===== config.mk =====
export PLATFORM = sky130hd
export DESIGN_NAME = seq_multiplier_unit_flat
export DESIGN_NICKNAME = d
export VERILOG_FILES = /design/src/rtl/seq_multiplier_unit_if.sv /design/src/rtl/seq_multiplier_unit.sv /design/src/flat_wrapper.sv
export SDC_FILE = /design/constraint.sdc
export NUM_CORES = 1
export LEC_CHECK = 0
export ABC_CLOCK_PERIOD_IN_PS = 8800
export CAP_MARGIN = 10
export CORE_ASPECT_RATIO = 0.8
export CORE_MARGIN = 3
export CORE_UTILIZATION = 59
export CTS_CLUSTER_SIZE = 30
export DETAILED_ROUTE_END_ITERATION = 10
export PLACE_DENSITY_LB_ADDON = 0.25
export SLEW_MARGIN = 25
export SYNTH_ARGS = -nofsm -noshare
export SYNTH_HDL_FRONTEND = slang
export SYNTH_SLANG_ARGS = --single-unit

===== constraint.sdc =====
create_clock -name clk -period 8.8 [get_ports clk]
set_input_delay 1.76 -clock clk [delete_from_list [all_inputs] [get_ports clk]]
set_output_delay 1.76 -clock clk [all_outputs]
set_load 0.01 [all_outputs]

===== src/rtl/seq_multiplier_unit_if.sv =====
// Start/busy/done handshake and operand/result bus for seq_multiplier_unit.
// The slave modport is the multiplier side; the master modport is the control side.
interface seq_multiplier_unit_if #(
  parameter int unsigned WIDTH = 32
);
  logic             start;
  logic [WIDTH-1:0] opA;
  logic [WIDTH-1:0] opB;
  logic             busy;
  logic             done;
  logic [WIDTH-1:0] hi;
  logic [WIDTH-1:0] lo;

  modport master (
    output start, opA, opB,
    input  busy, done, hi, lo
  );

  modport slave (
    input  start, opA, opB,
    output busy, done, hi, lo
  );
endinterface


===== src/rtl/seq_multiplier_unit.sv =====
// Multi-cycle shift-and-add multiplier (MULTU, or MULT when MULT_SIGNED_EN is defined).
// Takes WIDTH iterations per product and writes the 2*WIDTH result into hi/lo.
module seq_multiplier_unit #(
  parameter int unsigned WIDTH = 32
) (
  input logic                  clk,
  input logic                  reset,
  seq_multiplier_unit_if.slave bus
);

  localparam int unsigned CntW = (WIDTH > 1) ? $clog2(WIDTH) : 1;

  typedef enum logic [1:0] {StIdle, StRun, StDone} state_e;

  state_e             state_q, state_d;
  logic [WIDTH-1:0]   mcand_q, mcand_d;
  logic [WIDTH-1:0]   mplier_q, mplier_d;
  logic [2*WIDTH-1:0] acc_q, acc_d;
  logic [CntW-1:0]    cnt_q, cnt_d;
  logic [WIDTH-1:0]   hi_q, hi_d;
  logic [WIDTH-1:0]   lo_q, lo_d;

  logic [WIDTH:0]     sum;
  logic [2*WIDTH-1:0] acc_shift;
  logic [2*WIDTH-1:0] prod_fin;
  logic [WIDTH-1:0]   a_mag, b_mag;

`ifdef MULT_SIGNED_EN
  logic sign_q, sign_d;

  // Most negative value negates to itself, which read unsigned is 2^(WIDTH-1).
  assign a_mag    = bus.opA[WIDTH-1] ? (~bus.opA + WIDTH'(1)) : bus.opA;
  assign b_mag    = bus.opB[WIDTH-1] ? (~bus.opB + WIDTH'(1)) : bus.opB;
  assign prod_fin = sign_q ? (~acc_shift + (2*WIDTH)'(1)) : acc_shift;
`else
  assign a_mag    = bus.opA;
  assign b_mag    = bus.opB;
  assign prod_fin = acc_shift;
`endif

  // Carry-out of the upper-half add becomes the new MSB after the shift.
  assign sum       = {1'b0, acc_q[2*WIDTH-1:WIDTH]}
                   + (mplier_q[0] ? {1'b0, mcand_q} : (WIDTH+1)'(0));
  assign acc_shift = {sum, acc_q[WIDTH-1:1]};

  always_comb begin
    state_d  = state_q;
    mcand_d  = mcand_q;
    mplier_d = mplier_q;
    acc_d    = acc_q;
    cnt_d    = cnt_q;
    hi_d     = hi_q;
    lo_d     = lo_q;
`ifdef MULT_SIGNED_EN
    sign_d   = sign_q;
`endif
    unique case (state_q)
      StIdle: begin
        if (bus.start) begin
          mcand_d  = a_mag;
          mplier_d = b_mag;
          acc_d    = '0;
          cnt_d    = '0;
`ifdef MULT_SIGNED_EN
          sign_d   = bus.opA[WIDTH-1] ^ bus.opB[WIDTH-1];
`endif
          state_d  = StRun;
        end
      end
      StRun: begin
        acc_d    = acc_shift;
        mplier_d = mplier_q >> 1;
        cnt_d    = cnt_q + CntW'(1);
        if (cnt_q == CntW'(WIDTH - 1)) begin
          {hi_d, lo_d} = prod_fin;
          cnt_d        = '0;
          state_d      = StDone;
        end
      end
      StDone:  state_d = StIdle;
      default: state_d = StIdle;
    endcase
  end

  always_ff @(posedge clk) begin
    if (reset) begin
      state_q  <= StIdle;
      mcand_q  <= '0;
      mplier_q <= '0;
      acc_q    <= '0;
      cnt_q    <= '0;
      hi_q     <= '0;
      lo_q     <= '0;
`ifdef MULT_SIGNED_EN
      sign_q   <= 1'b0;
`endif
    end else begin
      state_q  <= state_d;
      mcand_q  <= mcand_d;
      mplier_q <= mplier_d;
      acc_q    <= acc_d;
      cnt_q    <= cnt_d;
      hi_q     <= hi_d;
      lo_q     <= lo_d;
`ifdef MULT_SIGNED_EN
      sign_q   <= sign_d;
`endif
    end
  end

  assign bus.busy = (state_q == StRun);
  assign bus.done = (state_q == StDone);
  assign bus.hi   = hi_q;
  assign bus.lo   = lo_q;

endmodule


===== src/flat_wrapper.sv =====
// flat-port wrapper written by rule: the top's interface ports become plain ports
module seq_multiplier_unit_flat 
#(
  parameter int unsigned WIDTH = 32
)
  (clk, reset, bus_start, bus_opA, bus_opB, bus_busy, bus_done, bus_hi, bus_lo);
  seq_multiplier_unit_if #(.WIDTH(WIDTH)) bus_i ();
  input logic clk;
  input logic reset;
  input wire logic [$bits(bus_i.start)-1:0] bus_start;
  input wire logic [$bits(bus_i.opA)-1:0] bus_opA;
  input wire logic [$bits(bus_i.opB)-1:0] bus_opB;
  output wire logic [$bits(bus_i.busy)-1:0] bus_busy;
  output wire logic [$bits(bus_i.done)-1:0] bus_done;
  output wire logic [$bits(bus_i.hi)-1:0] bus_hi;
  output wire logic [$bits(bus_i.lo)-1:0] bus_lo;
  assign bus_i.start = bus_start;
  assign bus_i.opA = bus_opA;
  assign bus_i.opB = bus_opB;
  assign bus_busy = bus_i.busy;
  assign bus_done = bus_i.done;
  assign bus_hi = bus_i.hi;
  assign bus_lo = bus_i.lo;
  seq_multiplier_unit #(.WIDTH(WIDTH)) u_core (.clk(clk), .reset(reset), .bus(bus_i));
endmodule

**Word level (Yosys, flattened, before mapping)**

Cells that the tools add are included.

- Register bits: 199
- Input port bits: 67
- Output and inout port bits: 66
- Word-level logic and storage cells: 31

- $add $sub $neg: 2
- Equal/unequal tests: 5
- Muxes and demuxes: 11
- Reduce and logical (&&, ||, !) cells: 6

Operator list:

| operator | number |
|---|---|
| 64-bit case mux with 2 select lines | 1 |
| 32-bit 2-to-1 mux | 2 |
| 64-bit 2-to-1 mux | 1 |
| 32-bit case mux with 2 select lines | 1 |
| 32-bit by 33-bit adder with 33-bit output | 1 |
| 5-bit 2-to-1 mux | 2 |
| 5-bit case mux with 2 select lines | 1 |
| 2-bit AND reduction | 4 |
| 5-bit by 1-bit adder with 5-bit output, second input constant | 1 |
| 5-bit == test, second input constant | 1 |
| 2-bit 2-to-1 mux | 2 |
| 2-bit case mux with 2 select lines | 1 |
| 2-bit by 1-bit == test with 1-bit output, second input constant | 1 |
| 2-bit == test, second input constant | 1 |
| 2-bit zero test | 1 |
| 2-bit by 1-bit inequality test with 1-bit output, second input constant | 1 |
| 2-bit inequality test, second input constant | 1 |
| 2-bit nonzero test | 1 |

**Longest topological paths before layout**

- Depth after elaboration: 3
- Mapped depth: 12
- Mapped depth without buffers: 11

**Worst setup path after synthesis**

OpenSTA, ideal clock, no wires.

- Kind: register to output
- From: register u_core.state_q[1]
- To: output bus_busy
- Arrival time: 1311 ps
- Required time: 7040 ps
- Slack: 5729 ps
- Stages on the path, launching flop included: 6
- Buffers on the path: 3
- Cells stage by stage: dfxtp_1 -> nand2b_1 -> clkbuf_1 -> inv_2 -> clkbuf_1 -> buf_1

- Longest elaborated chain between the ends: 1

Ends and longest elaborated chain:

| element | RTL line | RTL |
|---|---|---|
| from (decl) | seq_multiplier_unit.sv:15 | `state_e state_q, state_d;` |
| from (signal assigned) | seq_multiplier_unit.sv:87 | `state_q <= StIdle;` |
| from (signal assigned) | seq_multiplier_unit.sv:98 | `state_q <= state_d;` |
| 2-bit by 1-bit == test with 1-bit output | seq_multiplier_unit.sv:111 | `assign bus.busy = (state_q == StRun);` |
| to (decl) | flat_wrapper.sv:13 | `output wire logic [$bits(bus_i.busy)-1:0] bus_busy;` |

No other way between the ends.

**Worst setup path in the final report**

- From: register u_core.mplier_q[0]
- To: register u_core.acc_q[57]

- Longest elaborated chain between the ends: 3

Ends and longest elaborated chain:

| element | RTL line | RTL |
|---|---|---|
| from (decl) | seq_multiplier_unit.sv:17 | `logic [WIDTH-1:0] mplier_q, mplier_d;` |
| from (signal assigned) | seq_multiplier_unit.sv:100 | `mplier_q <= mplier_d;` |
| 32-bit 2-to-1 mux | seq_multiplier_unit.sv:43 | `+ (mplier_q[0] ? {1'b0, mcand_q} : (WIDTH+1)'(0));` |
| 32-bit by 33-bit adder with 33-bit output | seq_multiplier_unit.sv:43 |  |
| 64-bit case mux with 2 select lines | seq_multiplier_unit.sv:57 | `unique case (state_q)` |
| to (signal assigned) | seq_multiplier_unit.sv:90 | `acc_q <= '0;` |
| to (signal assigned) | seq_multiplier_unit.sv:101 | `acc_q <= acc_d;` |
| to (decl) | seq_multiplier_unit.sv:18 | `logic [2*WIDTH-1:0] acc_q, acc_d;` |

No other way between the ends.
A chain may end at the register's enable or synchronous reset.

==> reports/results.tsv <==
metric	value	unit
outcome	complete, no violations	
swShare	26.02	%
grt-busiest-layer	met2	
syn-cell-area	0.009194	mm2
p_int	1360	uW
slew_headroom	43.23	%
path_clk_slew	70	ps
synthFlopType	dfxtp_1	
hold_path_class	register to register	
path_cells	and2_1 -> ha_1 -> fa_1 -> a211oi_2 -> o21ai_1 -> nand4_2 -> a211oi_1 -> or4b_4 -> a41oi_2 -> xnor2_1 -> a22o_1	
tightest_slew	851.5	ps
setup_viol	0	
cp_max_fo	33	
fillers	1195	
start_util	60.83	%
p_switching	478.3	uW
wl_per_cell	15.80	um
firstDrtPassIters	5	
diodes	0	
fmax	290.4	MHz
die_x	145.6	um
grt_use_met1	36.62	%
nets	1342	
ant_nets	0	
core	0.01511	mm2
drcViolationCount	0	
drive_gt1_share	5.511	%
final_common_cell	nand2_1	
syn_area_per_cell	7.885	um2
io_pins	133	
comb_power_share	8.4	%
gr-usage-met3	6.505	%
synth_seq_cells	198	
synth_warnings	0	
num_vias	8520	
dr.first_iter.drc_count	668	
synthCells	1166	
arrival	3770	ps
insertion_delay	430	ps
finalHoldViolations	0	
drv_slew	0	
peakVddDrop	0.1366	mV
synthTopCellsByArea	dfxtp_1 43%, nand2_1 13%, a21oi_1 9.0%, ha_1 4.6%, nand3_1 3.4%	
slowest_stage	or4b_4	
async_flop_share	0	%
hold_depth	2	
post_cts_resized	0	
power.total	1838	uW
vias_per_cell	5.828	
cts.sinks	198	
dp_hpwl	14710	um
clock_path_buffers	2	
met2_usage	41.20	%
cts-root-buf	clkbuf_16	
worstReg2RegEnd	u_core.acc_q[57]	
io_buffer_count	132	
p_leak	0.004269	uW
yosysUniqueCellTypes	68	
power_density	165.2	mW/mm2
r2r_slack	5360	ps
cp.buffers_inverters	0	
cp.required	9130	ps
post_cts_buffers	0	
cts_tree	yes	
rsz0062_at_grt	false	
hold_end	u_core.mcand_q[11]	
grt_pass1_vias	8045	
ctsHtreeMaxLevel	4	
grt_max_degree	113	
setup_tns	0	ps
hp-start	u_core.mcand_q[11]	
fin_util	73.63	%
end_kind	register	
antenna_found_initial	0	
cts_hold_buf	0	
ys_seq_area_share	43.11	%
die_y	117.7	um
start_kind	register	
crit_type	register to register	
finClkSkew	5.650	ps
synth_nets	1268	
p_clk_share	40.5	%
final_cell_mix	306 x nand2_1, 197 x dfxtp_1, 165 x a21oi_1	
rows	40	
cts_made_buffers	17	
maxCapViolations	0	
reg2regPathDepth	11	
grt_overflow_total	0	
track_usage	26.40	%
routabilityCongestion	0.9621	
r2r_start	u_core.mplier_q[0]	
dieArea	0.01713	mm2
crit_family	simple AND/OR/NAND/NOR gates	
post-route-min-period	3443	ps
synth_top_cell_area_share	43.11	%
area_delta_synth_final	21.04	%
grt_pass1_wl	38290	um
cpPeakStageDelay	600	ps
wirelength	23100	um
synth_edf_count	0	
pwr-share-seq	51.1	%
yosysTopAreaCell	dfxtp_1	
min_period_over_period	39.13	%
cell usage after synthesis, drive strengths merged, types with 10 or more instances:
library cell  count
buf              22
o21ai            19
inv              10
nand4            10
and2             41
xnor2            15
a21oi           167
a22o             12
nor2             62
xor2             11
clkbuf           64
ha               34
dfxtp           198
nand2           308
a311oi           31
nand3            63
a21o             19
per-layer routing:
layer | up-vias | part of all wire (%)
li1 | 4182 | -
met1 | 4051 | 47
met2 | 254 | 45
met3 | 33 | 6.5
met4 | 0 | 1.7
met5 | - | 0
metrics by stage:
step	hold slack (ps)	cell area (um2)	setup WS [ps]	cells
global route	474.8	11130	5236	1462
detailed placement	444.1	10570	5064	1431
finish	450.7	11130	5357	1462
global placement	440.3	10530	5097	1430
CTS	454.1	11130	5134	1462
floorplan	426.5	9194	5729	1166
worst register-to-register path: cells and delay by family, from the launching register on:
kind	cells	cell delay (ps)
simple gates	3	1060
compound gates	5	1020
fa+ha+maj	2	640
flops	1	510
xor+xnor	1	100
power groups by stage:
stage | registers, uW | clock network, uW | logic, uW
2_1_floorplan | 951 | 0 | 99.2
3_3_place_gp | 958 | 0 | 148
3_5_place_dp | 958 | 0 | 153
4_1_cts | 938 | 754 | 154
5_1_grt | 941 | 784 | 171
6_report | 939 | 745 | 155
sequential cells by signal, indices dropped and copies added, names as in the netlist:
register         flops
u_core.state_q       2
u_core.bus.lo       32
u_core.mplier_q     32
u_core.mcand_q      32
u_core.cnt_q         5
u_core.bus.hi       32
u_core.acc_q        63
worst max-delay path by stage:
stage,startpoint,to,slack [ps],cells after the start
floorplan,u_core.state_q[1],bus_busy,5730,5
global placement,bus_start,u_core.acc_q[52],5100,6
detailed placement,bus_start,u_core.acc_q[56],5060,6
CTS,u_core.mplier_q[0],u_core.acc_q[57],5130,11
global route,u_core.mplier_q[0],u_core.acc_q[57],5240,11
finish,u_core.mplier_q[0],u_core.acc_q[57],5360,11
cell type report:
class | count | area [um2] | share of cell area (%)
multi-input cells | 872 | 4888 | 43.93
flip-flops and latches | 198 | 3965 | 35.63
repair buffers | 141 | 1414 | 12.71
clock buffers | 18 | 439.2 | 3.946
well taps | 210 | 262.8 | 2.361
clock inverters | 13 | 121.4 | 1.091
inverters | 10 | 37.54 | 0.3373
cell families after synthesis:
kind of cell             Yosys count  share of synthesized area, %
AO/OA/AOI/OAI                    298                         21.16
XOR/XNOR                          26                         2.477
adder cells (fa/ha/maj)           35                         4.845
buffers and inverters             96                         3.960
flip-flops                       198                         43.11
multiplexers                       1                        0.1089
AND/OR/NAND/NOR                  512                         24.33
Note: power is estimated with default switching activity, not from simulation.
